<file path="config.mk">
export PLATFORM = sky130hd
export DESIGN_NAME = fetch_unit
export DESIGN_NICKNAME = d
export VERILOG_FILES = /design/src/rtl/fetch_unit_pkg.sv /design/src/rtl/fetch_unit_queue.sv /design/src/rtl/fetch_unit.sv
export SDC_FILE = /design/constraint.sdc
export NUM_CORES = 1
export LEC_CHECK = 0
export BUFFER_PORTS_ARGS = -buffer_cell sky130_fd_sc_hd__buf_4
export CELL_PAD_IN_SITES_DETAIL_PLACEMENT = 0
export CELL_PAD_IN_SITES_GLOBAL_PLACEMENT = 1
export CORE_UTILIZATION = 46
export DETAILED_ROUTE_END_ITERATION = 6
export GPL_TIMING_DRIVEN = 0
export PLACE_DENSITY = 0.8
export SYNTH_ARGS = -nofsm -noshare
export SYNTH_HDL_FRONTEND = slang
export SYNTH_SLANG_ARGS = --single-unit
</file>
<file path="constraint.sdc">
create_clock -name clk -period 8 [get_ports clk]
set_input_delay 0.8 -clock clk [delete_from_list [all_inputs] [get_ports clk]]
set_output_delay 0.8 -clock clk [all_outputs]
set_load 0.02 [all_outputs]
</file>
<file path="src/rtl/fetch_unit_pkg.sv">
// fetch_unit_pkg: shared types for the instruction fetch unit
package fetch_unit_pkg;
  typedef logic [31:0] word_t;
  typedef struct packed {
    word_t addr;
    word_t data;
  } fetch_entry_t;
  typedef enum logic [1:0] {IDLE, REQ, DISCARD} fetch_state_e;
endpackage

</file>
<file path="src/rtl/fetch_unit_queue.sv">
// fetch_queue: circular prefetch FIFO of {addr, data} entries
//   clk/_reset (async, active-low); push+wdata append, pop drops head, flush empties;
//   head, count, full, empty report occupancy (wrap bit separates full from empty).
module fetch_queue
  import fetch_unit_pkg::*;
#(
  parameter int DEPTH = 4
) (
  input  logic                   clk,
  input  logic                   _reset,
  input  logic                   push,
  input  logic                   pop,
  input  logic                   flush,
  input  fetch_entry_t           wdata,
  output fetch_entry_t           head,
  output logic [$clog2(DEPTH):0] count,
  output logic                   full,
  output logic                   empty
);
  localparam int AW = $clog2(DEPTH);
  fetch_entry_t mem [DEPTH];
  logic [AW:0] wp, rp;
  assign count = wp - rp;
  assign empty = wp == rp;
  assign full = wp == {~rp[AW], rp[AW-1:0]};
  assign head = mem[rp[AW-1:0]];
  always_ff @(posedge clk or negedge _reset)
    if (!_reset) begin
      wp <= '0;
      rp <= '0;
    end else begin
      wp <= wp + (AW+1)'(push && !flush);
      rp <= flush ? wp : rp + (AW+1)'(pop);
    end
  always_ff @(posedge clk)
    if (push && !flush) mem[wp[AW-1:0]] <= wdata;
endmodule

</file>
<file path="src/rtl/fetch_unit.sv">
// fetch_unit: prefetching instruction responder between core fetch port and instruction memory
//   clk, _reset (async, active-low); core side: pointer, fetch_req -> instr_out, instr_valid;
//   memory side: mem_req, mem_addr -> mem_ack, mem_rdata (one request outstanding at a time).
//   FETCH_BYPASS_EN: forward mem_rdata straight to the core when the acked word is the one it wants.
module fetch_unit
  import fetch_unit_pkg::*;
#(
  parameter int    DEPTH      = 4,
  parameter word_t RESET_ADDR = 32'h0
) (
  input  logic        clk,
  input  logic        _reset,
  input  logic [31:0] pointer,
  input  logic        fetch_req,
  output logic [31:0] instr_out,
  output logic        instr_valid,
  output logic        mem_req,
  output logic [31:0] mem_addr,
  input  logic        mem_ack,
  input  logic [31:0] mem_rdata
);
  localparam int AW = $clog2(DEPTH);
  fetch_state_e state, state_nx;
  word_t next_addr, stale_addr;
  fetch_entry_t head, entry;
  logic [AW:0] count, count_nx;
  logic full, empty, hit, redirect, ack_ok, bypass, push;
  assign entry = '{addr: next_addr, data: mem_rdata};
  fetch_queue #(.DEPTH(DEPTH)) u_queue (
    .clk, ._reset, .push, .pop(hit), .flush(redirect), .wdata(entry),
    .head, .count, .full, .empty
  );
  assign hit = fetch_req && !empty && head.addr == pointer;
  // a mismatching head flushes the queue; an empty queue only needs a new fetch address
  assign redirect = fetch_req && (empty ? pointer != next_addr : head.addr != pointer);
  assign ack_ok = state == REQ && mem_ack && !redirect;
`ifdef FETCH_BYPASS_EN
  assign bypass = ack_ok && empty && fetch_req;
`else
  assign bypass = 1'b0;
`endif
  assign push = ack_ok && !bypass && !full;
  assign count_nx = redirect ? '0 : count + (AW+1)'(push) - (AW+1)'(hit);
  always_ff @(posedge clk or negedge _reset)
    if (!_reset) state <= IDLE;
    else state <= state_nx;
  // count never exceeds DEPTH, so its top bit set means the queue leaves no credit
  always_comb begin
    state_nx = state;
    if (state == DISCARD) state_nx = mem_ack ? IDLE : DISCARD;
    else if (state == REQ && redirect) state_nx = mem_ack ? IDLE : DISCARD;
    else if (state == IDLE || mem_ack) state_nx = count_nx[AW] ? IDLE : REQ;
  end
  always_comb begin
    mem_req = state != IDLE;
    mem_addr = state == DISCARD ? stale_addr : next_addr;
    instr_valid = hit || bypass;
    instr_out = hit ? head.data : bypass ? mem_rdata : '0;
  end
  // stale_addr shadows next_addr so the in-flight address survives a redirect
  always_ff @(posedge clk or negedge _reset)
    if (!_reset) begin
      next_addr <= RESET_ADDR;
      stale_addr <= RESET_ADDR;
    end else begin
      next_addr <= redirect ? pointer : next_addr + 32'(ack_ok);
      stale_addr <= state == DISCARD ? stale_addr : next_addr;
    end
endmodule

</file>
# [Yosys cells after proc, flatten, opt, wreduce, memory -nomap -nowiden]
# Memories as Yosys holds them, arrays and structs flattened.
# Index checks and enable logic that the tools add are counted.
[word_totals] regBits=72 ram_bits=256 input_bits=68 out_inout_bits=66 elab_cells=48 mem_count=1
[mem_list] memory="u_queue.mem" depth=4 word_bits=64 read_ports=1 rd_clocked_by_memory_dff=0 wr=1 line="fetch_unit_queue.sv:21" source="fetch_entry_t mem [DEPTH];"
[op_classes] add_sub_neg=6 n_eq_ne=7 n_mux=13 n_bitwise=1 n_reduce_logical=15
[op_table] cell="32-bit 2-to-1 mux" n=3
[op_table] cell="32-bit inequality test" n=2
[op_table] cell="32-bit by 1-bit adder with 32-bit output" n=1
[op_table] cell="32-bit equality test" n=1
[op_table] cell="3-bit by 1-bit adder with 3-bit output" n=3
[op_table] cell="1-bit logical AND" n=8
[op_table] cell="2-bit 2-to-1 mux" n=4
[op_table] cell="3-bit equality test" n=2
[op_table] cell="3-bit 2-to-1 mux" n=2
[op_table] cell="1-bit 2-to-1 mux" n=4
[op_table] cell="1-bit logical NOT" n=3
[op_table] cell="3-bit nonzero test" n=1
[op_table] cell="3-bit by 1-bit subtractor with 3-bit output" n=1
[op_table] cell="3-bit subtractor" n=1
[op_table] cell="2-bit by 1-bit equality test with 1-bit output (second input constant)" n=1
[op_table] cell="2-bit equality test (second input constant)" n=1
[op_table] cell="2-bit logical NOT" n=1
[op_table] cell="2-bit nonzero test" n=1
[op_table] cell="1-bit logical OR" n=1
[op_table] cell="1-bit NOT" n=1

# [Depth between registers and ports, before layout]
# Gate-level depths: netlist (run 1).
# An unclocked memory read counts as a cell.
[logic_depth] word_depth=14 ltp_mapped=20 depth_no_buf=16

# [Cells and area by module]
# From an unflattened synthesis (run 1), not the netlist that was laid out.
[hier_totals] hier_cells=768 area_unflattened_um2=13953.4
[by_module_without_submodules] mod="fetch_queue" instances=1 cells_each=368 area_per_inst_um2=9684.3 seq_area_each_um2=7837.5
[by_module_without_submodules] mod="fetch_unit" instances=1 cells_each=400 area_per_inst_um2=4269.1 seq_area_each_um2=1651.6

# [Worst setup path before layout (run 1)]
# Ideal clock, no wire load.
[synth_path] path_type="register to register" startpoint="register u_queue.rp[0]" endpoint="memory u_queue.mem[2][0] in the netlist's numbering (enable)" setup_ns=0.565 arrival_time_ns=6.857 required_ns=7.435 path_slack_ns=0.578 path_stages_with_launch=11 n_path_buf=3 synth_period_minus_slack_ns=7.422 path_cell_list="dfrtp_1 -> buf_6 -> buf_12 -> buf_12 -> mux4_1 -> xnor2_1 -> nand3_1 -> o41a_1 -> nor4_4 -> a41oi_2 -> nor3_1"
[synth_via] elab_chain_cells=10 word_cells_on_any_way=13 classes_between="eq/ne: 3; mux: 3; reduce/logical: 6; memory: 1"
[synth_lines] item="start, declared" line="fetch_unit_queue.sv:22" source="logic [AW:0] wp, rp;"
[synth_lines] item="start signal, assigned" line="fetch_unit_queue.sv:33" source="rp <= flush ? wp : rp + (AW+1)'(pop);"
[synth_lines] item="memory 4 x 64 bit"
[synth_lines] item="32-bit inequality test" line="fetch_unit.sv:35" source="assign redirect = fetch_req && (empty ? pointer != next_addr : head.addr != pointer);"
[synth_lines] item="1-bit 2-to-1 mux" line="fetch_unit.sv:35"
[synth_lines] item="1-bit logical AND" line="fetch_unit.sv:35"
[synth_lines] item="1-bit logical NOT" line="fetch_unit_queue.sv:36, fetch_unit.sv:36"
[synth_lines] item="1-bit logical AND" line="fetch_unit.sv:36" source="assign ack_ok = state == REQ && mem_ack && !redirect;"
[synth_lines] item="1-bit logical AND" line="fetch_unit.sv:42" source="assign push = ack_ok && !bypass && !full;"
[synth_lines] item="1-bit logical AND (*)" line="fetch_unit_queue.sv:36" source="if (push && !flush) mem[wp[AW-1:0]] <= wdata;"
[synth_lines] item="1-bit 2-to-1 mux (*)" line="fetch_unit_queue.sv:36"
[synth_lines] item="1-bit 2-to-1 mux (implied by the code) (*)" line="fetch_unit_queue.sv:36"
[synth_lines] item="end, declared" line="fetch_unit_queue.sv:21"
# Mark *: on every way between the ends. The rest lies on a longest branch, timed or not.

# [Final worst setup path (run 1)]
[layout_path] startpoint="register u_queue.wp[1]" endpoint="register next_addr[28]"
[layout_via] elab_chain_cells=7
[layout_lines] item="start, declared" line="fetch_unit_queue.sv:22"
[layout_lines] item="start signal, assigned" line="fetch_unit_queue.sv:32" source="wp <= wp + (AW+1)'(push && !flush);"
[layout_lines] item="3-bit equality test (*)" line="fetch_unit_queue.sv:24" source="assign empty = wp == rp;"
[layout_lines] item="1-bit 2-to-1 mux (*)" line="fetch_unit.sv:35"
[layout_lines] item="1-bit logical AND (*)" line="fetch_unit.sv:35"
[layout_lines] item="1-bit logical NOT" line="fetch_unit.sv:36"
[layout_lines] item="1-bit logical AND" line="fetch_unit.sv:36"
[layout_lines] item="32-bit by 1-bit adder with 32-bit output" line="fetch_unit.sv:66" source="next_addr <= redirect ? pointer : next_addr + 32'(ack_ok);"
[layout_lines] item="32-bit 2-to-1 mux (*)" line="fetch_unit.sv:66"
[layout_lines] item="end signal, assigned" line="fetch_unit.sv:66"
[layout_lines] item="end, declared" line="fetch_unit.sv:24" source="word_t next_addr, stale_addr;"
# Marked as above.
# A chain may end at the register's enable or synchronous reset.

==> results of run 1 <==
==> worst register-to-register path, stage by stage, from the launching register on <==
cell      delay [ns]
dfrtp_1         0.37
buf_2           0.17
xor2_1          0.24
clkbuf_1        0.32
nor3_1          0.68
a311oi_1        0.19
a31o_2          0.27
nor4_2          0.45
a41oi_2         0.44
nor2_1          0.24
ha_1            0.22
ha_1            0.19
and2_1          0.20
nand4_1         0.38
nor3_1          0.77
and3_1          0.35
nand3_1         0.11
xnor2_1         0.15
mux2_4          0.26
==> routing by layer <==
layer  wire length (microns)  vias up
li1                        -     3581
met1                   14300     4045
met2                   15900      220
met3                    1580       32
met4                     525        0
met5                       0        -
==> final cells by class <==
class	count	area (sq um)	area share [%]
Clock buffer	49	1010	5.83
Timing Repair Buffer	163	1350	7.79
Multi-Input combinational cell	432	4530	26.1
Tap cell	396	495	2.86
Buffer	37	255	1.47
Inverter	14	52.6	0.303
Sequential cell	328	9490	54.7
Clock inverter	14	151	0.873
==> synthesized netlist by cell type (all sizes together) <==
cell type  instances
a31oi              2
a41o               1
fa                 2
nand4             23
and2               2
nand3             22
edfxtp           256
mux2i              8
or2                2
nor2b             34
and3              10
a41oi              1
a21o               3
nand2b             1
nand3b             2
a311oi             1
a21oi              6
o21a               1
or3                1
a22o               2
o211ai             1
ha                 7
nor3b              3
o21ai              6
o41a               1
nand2             16
xor2              28
o31ai              9
or4b               1
dfrtp             72
or4                2
nor3              11
nor4              10
inv               14
mux4              64
buf               22
xnor2             61
nand4b             3
clkbuf            15
a221oi             1
nor2              13
a31o               1
o31a               4
mux2              60
and4               6
==> worst max path at each step <==
stage                         to  depth (start not counted)          start  slack [ns]
2_1_floorplan  u_queue.mem[2][0]                         10  u_queue.rp[0]        0.58
3_3_place_gp   u_queue.mem[1][3]                         10  u_queue.rp[1]       -4.17
5_1_grt            next_addr[31]                         18  u_queue.rp[1]        1.54
4_1_cts            next_addr[29]                         18  u_queue.rp[1]        1.90
6_report           next_addr[28]                         18  u_queue.wp[1]        1.89
3_5_place_dp       next_addr[29]                         18  u_queue.rp[1]        1.96
==> metrics by stage <==
step	cell area (sq um)	total power [mW]	setup TNS (ns)
after floorplan	14300	3.42	0
after global placement	15800	3.89	-1035.28
after detailed placement	16200	3.93	0
after CTS	17300	5.55	0
after global routing	17300	5.75	0
final	17300	5.51	0
==> flip-flops by register name, indices dropped and copies added, names as in the netlist <==
name	flops
u_queue.mem	256
next_addr	32
stale_addr	32
u_queue.rp	3
u_queue.wp	3
state	2
==> power breakdown <==
part           internal, mW  total [mW]  switching, mW
clock                 0.981        1.62          0.640
combinational         0.815        1.76          0.945
sequential             2.03        2.13         0.0974
total                  3.83        5.51           1.68
==> cell families after synthesis <==
family,after synthesis,synth area share (%)
DFF,328,66.3
AOI/OAI and AO/OA,40,2.05
and+or+nand+nor,162,6.72
xor gates and xnor gates,89,5.55
muxes,132,16.3
adders and majority gates,9,0.892
buffers and inverters,51,2.15
==> qor.csv, run 1 <==
metric,value,unit
status,completed,
"top cells by area, synth","edfxtp_1 54%, dfrtp_1 13%, mux4_2 8.0%, xnor2_1 3.7%, mux2_2 2.8%",
RSZ-0062 raised after global routing,false,
grt ovf,0,
biggest area consumer among synthesized cells,edfxtp_1,
Cells after Synth,811,
"Warnings, synthesis",0,
IO Port Bufs,133,
met2 Use GR,34.1,%
initial core utilization,46.8,%
Cell variety after synth,55,
top achievable clock speed,164,MHz
"Net count, final",1088,
CTS tree,built,
Antenna Cells,0,
# hold bufs at CTS,0,
critical path startpoint category,flop,
register area share after synthesis,66.3,%
slowest cell on the critical path,nor3_1,
"Slew Viols, Final",0,
"Reg clk slew, reported paths",0.06,ns
GR peak layer,met2,
postcts setup bufs,0,
max incr delay on CP,0.76,ns
worst-path maximum fanout,10,
Yosys reg bits,328,
Tot GR Track Use,20.7,%
met1 usage,29.0,%
Area growth syn-to-layout,21.2,%
worst path bufs/invs,2,
hold violation count in the final report,0,
routed via count,7878,
largest net degree at the start of global routing,73,
die width,178,microns
Ports,134,
number of instances in the placed design,1370,
Inserted Clock Buffers,35,
Clock Skew,0.0200,ns
Layout Cells excl Fill,1433,
cells along the critical path,buf_2 > xor2_1 > clkbuf_1 > nor3_1 > a311oi_1 > a31o_2 > nor4_2 > a41oi_2 > nor2_1 > ha_1 > ha_1 > and2_1 > nand4_1 > nor3_1 > and3_1 > nand3_1 > xnor2_1 > mux2_4,
leakage,6.31,nW
clock sinks,328,
initial antenna violation count,0,
overall die height,178,microns
Starting DRT DRC Count,537,
min cycle time layout,6.11,ns
GP Congestion,0.839,
syn_area_per_cell,17.6,sq um
reg2reg start,u_queue.wp[1],
Clock Root Buffer,clkbuf_16,
total die area,31800,sq um
WP data required,8.39,ns
H-tree levels,2,
post-DP HPWL,22700,microns
relative slew slack,32.3,%
# fillers,2409,
CP top delay family,simple AND/OR/NAND/NOR gates,
Hold WS,0.450,ns
WL final,32300,microns
pre-CTS setup slack,1.96,ns
period utilization,76.4,%
global routing usage on met3,2.94,%
Via density,5.50,
reg2reg end,next_addr[28],
endpoints failing setup,0,
# rows,64,
area share of the largest cell type after synthesis,53.7,%
max cap viols,0,
worst r2r path cells,18,
first-pass GRT wire length,48000,microns
worst setup path class,reg2reg,
P per Cell Area,318,nW/um^2
worst vdd ir,0.000156,V
wire length per cell,22.5,microns
core area,30600,sq um
critical path capture point type,flop,
synthesized area,14300,sq um
fraction of layout cells with a size suffix above 1,34.4,%
synthesized net count,888,
Post-route DRC,0,
"commonest non-fill, non-tap cell in the layout",edfxtp_1,
Post-CTS Resized,0,
DRT Pass-1 Iters,5,
utilization after layout,56.7,%
critical path arrival,6.50,ns
most frequent cells in the layout,"256 x edfxtp_1, 136 x buf_4, 72 x dfrtp_1",
via count of the first global-routing pass,7958,
Min-Delay Path Class,in2async,
Worst Tran Pin Value,1.02,ns
latest clock arrival within the worst-skew pair,0.51,ns
post-route ant nets,0,
clk buf depth,3,
PnR worst setup slack,1.89,ns
r2r setup slk,1.89,ns
Note: power is estimated with default switching activity, not from simulation.
==> run 2, diff against run 1 <==
--- a/config.mk
+++ b/config.mk
@@ -5,13 +5,14 @@
 export SDC_FILE = /design/constraint.sdc
 export NUM_CORES = 1
 export LEC_CHECK = 0
+export ABC_AREA = 1
 export BUFFER_PORTS_ARGS = -buffer_cell sky130_fd_sc_hd__buf_4
 export CELL_PAD_IN_SITES_DETAIL_PLACEMENT = 0
 export CELL_PAD_IN_SITES_GLOBAL_PLACEMENT = 1
-export CORE_UTILIZATION = 46
+export CORE_UTILIZATION = 47
 export DETAILED_ROUTE_END_ITERATION = 6
 export GPL_TIMING_DRIVEN = 0
-export PLACE_DENSITY = 0.8
+export PLACE_DENSITY = 0.84
 export SYNTH_ARGS = -nofsm -noshare
 export SYNTH_HDL_FRONTEND = slang
 export SYNTH_SLANG_ARGS = --single-unit
==> constraint.sdc (replaced) <==
create_clock -name clk -period 6.1 [get_ports clk]
set_input_delay 0.61 -clock clk [delete_from_list [all_inputs] [get_ports clk]]
set_output_delay 0.61 -clock clk [all_outputs]
set_load 0.02 [all_outputs]
==> qor.csv, run 2 <==
metric,value,unit,change
most numerous cell in the Yosys netlist,nand2_1,,
Cell variety after synth,35,,-36%
worst-path maximum fanout,10,,unchanged
GP Congestion,0.915,,+9.0%
Min-Delay Path Class,in2async,,
top achievable clock speed,184,MHz,+13%
"Slew Viols, Final",0,,unchanged
max incr delay on CP,0.52,ns,-0.24 ns
P per Cell Area,414,nW/um^2,+30%
critical path startpoint category,flop,,
via count of the first global-routing pass,10500,,+31%
DRT Pass-1 Iters,5,,unchanged
Ports,134,,unchanged
Worst Tran Pin Value,0.948,ns,-0.0680 ns
"Reg clk slew, reported paths",0.06,ns,about the same
syn_area_per_cell,10.4,sq um,-41%
wire length per cell,19.8,microns,-12%
Clock Root Buffer,clkbuf_16,,
routed via count,11000,,+39%
met3 WL,2960,microns,+88%
status,completed,,
first-pass GRT wire length,60500,microns,+26%
top layer used by detailed routing,met4,,
worst vdd ir,0.000239,V,+53%
die width,179,microns,+0.18%
Clock Skew,0.00919,ns,-0.0108 ns
post-DP HPWL,28300,microns,+25%
initial core utilization,47.9,%,+1.1 points
WP data required,6.54,ns,-1.85 ns
overall die height,179,microns,+0.18%
RSZ-0062 raised after global routing,false,,
Post-CTS Resized,0,,unchanged
# hold bufs at CTS,0,,unchanged
synthesized net count,1495,,+68%
postcts setup bufs,0,,unchanged
clk buf depth,3,,unchanged
grt ovf,0,,unchanged
# fillers,2617,,+8.6%
Tot GR Track Use,25.7,%,+5.0 points
critical path capture point type,flop,,
"top cells by area, synth","edfxtp_1 52%, dfrtp_1 12%, nand2_1 12%, nand3_1 4.0%, xor2_1 2.2%",,
min cycle time layout,5.42,ns,-0.690 ns
number of flops mapped to enable cells by yosys,256,,unchanged
Cells after Synth,1418,,+75%
register area share after synthesis,64.7,%,-1.7 points
total die area,31900,sq um,+0.36%
ys async rst share,22.0,%,unchanged
Post-route DRC,0,,unchanged
Hold WS,0.232,ns,-0.218 ns
# rows,64,,unchanged
pre-CTS setup slack,0.792,ns,-1.16 ns
slowest cell on the critical path,buf_1,,
Design Power,7.31,mW,+33%
ys flop type,edfxtp_1,,
Starting DRT DRC Count,1033,,+92%
largest net degree at the start of global routing,73,,unchanged
met2 WL post-DR,19300,microns,+21%
"Net count, final",1676,,+54%
post-route ant nets,0,,unchanged
worst setup path class,reg2reg,,
max reg flops,256,,unchanged
WL final,40200,microns,+24%
initial antenna violation count,0,,unchanged
Antenna Cells,0,,unchanged
multi-input logic area,4590,sq um,+1.1%
critical path arrival,5.86,ns,-0.64 ns
synthesized area,14700,sq um,+2.6%
CP most frequent cell,nand2_1,,
core area,30700,sq um,+0.26%
latest clock arrival within the worst-skew pair,0.52,ns,about the same
"Warnings, synthesis",0,,unchanged
IO Port Bufs,133,,unchanged
biggest area consumer among synthesized cells,edfxtp_1,,
Via density,5.42,,-1.3%
wl on met1,17100,microns,+20%
hold violation count in the final report,0,,unchanged
PnR worst setup slack,0.678,ns,-1.21 ns
leakage,7.26,nW,+15%
H-tree levels,2,,unchanged
Yosys reg bits,328,,unchanged
CP top delay family,simple AND/OR/NAND/NOR gates,,
FF/Latch Area,9490,sq um,unchanged
most frequent cells in the layout,"472 x nand2_1, 256 x edfxtp_1, 139 x buf_4",,
relative slew slack,36.8,%,+4.5 points
Inserted Clock Buffers,36,,+2.9%
Area growth syn-to-layout,20.3,%,
CTS tree,built,,
max cap viols,0,,unchanged
period utilization,88.9,%,+12 points
area share of the largest cell type after synthesis,52.4,%,-1.3 points
endpoints failing setup,0,,unchanged
worst path bufs/invs,4,,+2
clock sinks,328,,unchanged
fraction of layout cells with a size suffix above 1,15.2,%,-19 points
"commonest non-fill, non-tap cell in the layout",nand2_1,,
synth cell count leaders,"472 x nand2_1, 256 x edfxtp_1, 117 x nand3_1, 82 x inv_1, 72 x dfrtp_1",,
==> run 2: cell count changes in the layout (fill, tap and decap cells not counted), moves of 30 or more <==
| cell | delta |
|---|---|
| nand2_1 | +456 |
| nand3_1 | +95 |
| inv_1 | +68 |
| a21oi_1 | +55 |
| nor2_1 | +54 |
| mux4_2 | -51 |
| xnor2_1 | -47 |
| nor3_1 | +36 |
| nor2b_1 | -34 |
| a32o_1 | +32 |
| o21ai_1 | +32 |
| mux2_2 | -30 |
==> run 2: kinds of logic after synthesis <==
kind of cell,synth area share [%]
mux,0.460
xor+xnor,2.98
compound gates,6.02
buf+inv,4.31
fa+ha+maj,0.870
flops,64.7
simple gates,20.7
==> run 2: where the power goes <==
part	internal (mW)	total (mW)	switching [mW]
Combinational	0.753	2.32	1.57
Clock	1.33	2.20	0.869
Sequential	2.66	2.79	0.127
Total	4.75	7.31	2.56
==> run 2: area by class of cell <==
class | instances | area share [%]
repair buffers | 143 | 6.96
inverters | 87 | 1.85
flip-flops and latches | 328 | 53.8
multi-input cells | 938 | 26.0
clock buffers | 44 | 5.63
plain buffers | 65 | 1.73
clock inverters | 22 | 1.28
well taps | 396 | 2.81
==> run 2: worst paths after layout <==
check,startpoint,end,slack [ns],depth (start not counted)
worst max-delay path,u_queue.rp[1],next_addr[31],0.68,27
worst min-delay path,_reset,next_addr[1],0.23,1
worst max register to register,u_queue.rp[1],next_addr[31],0.68,27
worst min register to register,stale_addr[30],stale_addr[30],0.50,1
max in group asynchronous,_reset,u_queue.wp[0],5.24,1
min in group clk,mem_rdata[30],u_queue.mem[3][30],0.29,1
==> run 2: worst register-to-register path, stage by stage, from the launching register on <==
cell and delay [ns]:
dfrtp_1 0.41, buf_2 0.28, buf_1 0.52, nand3_1 0.22
nand2_1 0.10, nand2_1 0.05, nand2_1 0.06, nand3_1 0.09
o21ai_0 0.27, nand2_1 0.12, nor2_1 0.26, nand3_2 0.19
nand2_4 0.17, buf_4 0.25, nand2_1 0.07, inv_1 0.06
ha_1 0.18, nand3_1 0.13, nor2_1 0.29, nand3_1 0.16
nor2_1 0.24, nand4_1 0.25, nor2_1 0.28, nand3_1 0.17
nor2_1 0.23, xor2_1 0.16, nand2_1 0.06, o21ai_1 0.07
==> run 2: through the flow <==
| stage | TNS, ns | cells | utilization (%) | cell area, sq um |
|---|---|---|---|---|
| after detailed placement | 0 | 1957 | 53.6 | 16400 |
| after global routing | 0 | 2023 | 57.5 | 17600 |
| after floorplan | 0 | 1418 | - | 14700 |
| after global placement | -541.85 | 1947 | 52.7 | 16200 |
| final | 0 | 2023 | 57.5 | 17600 |
| after CTS | 0 | 2023 | 57.5 | 17600 |
==> run 2: layer usage <==
layer | GRT usage (%) | up-vias
met5 | 0 | -
met1 | 34.8 | 5263
li1 | - | 5212
met2 | 43.1 | 443
met3 | 3.80 | 54
met4 | 6.89 | 0
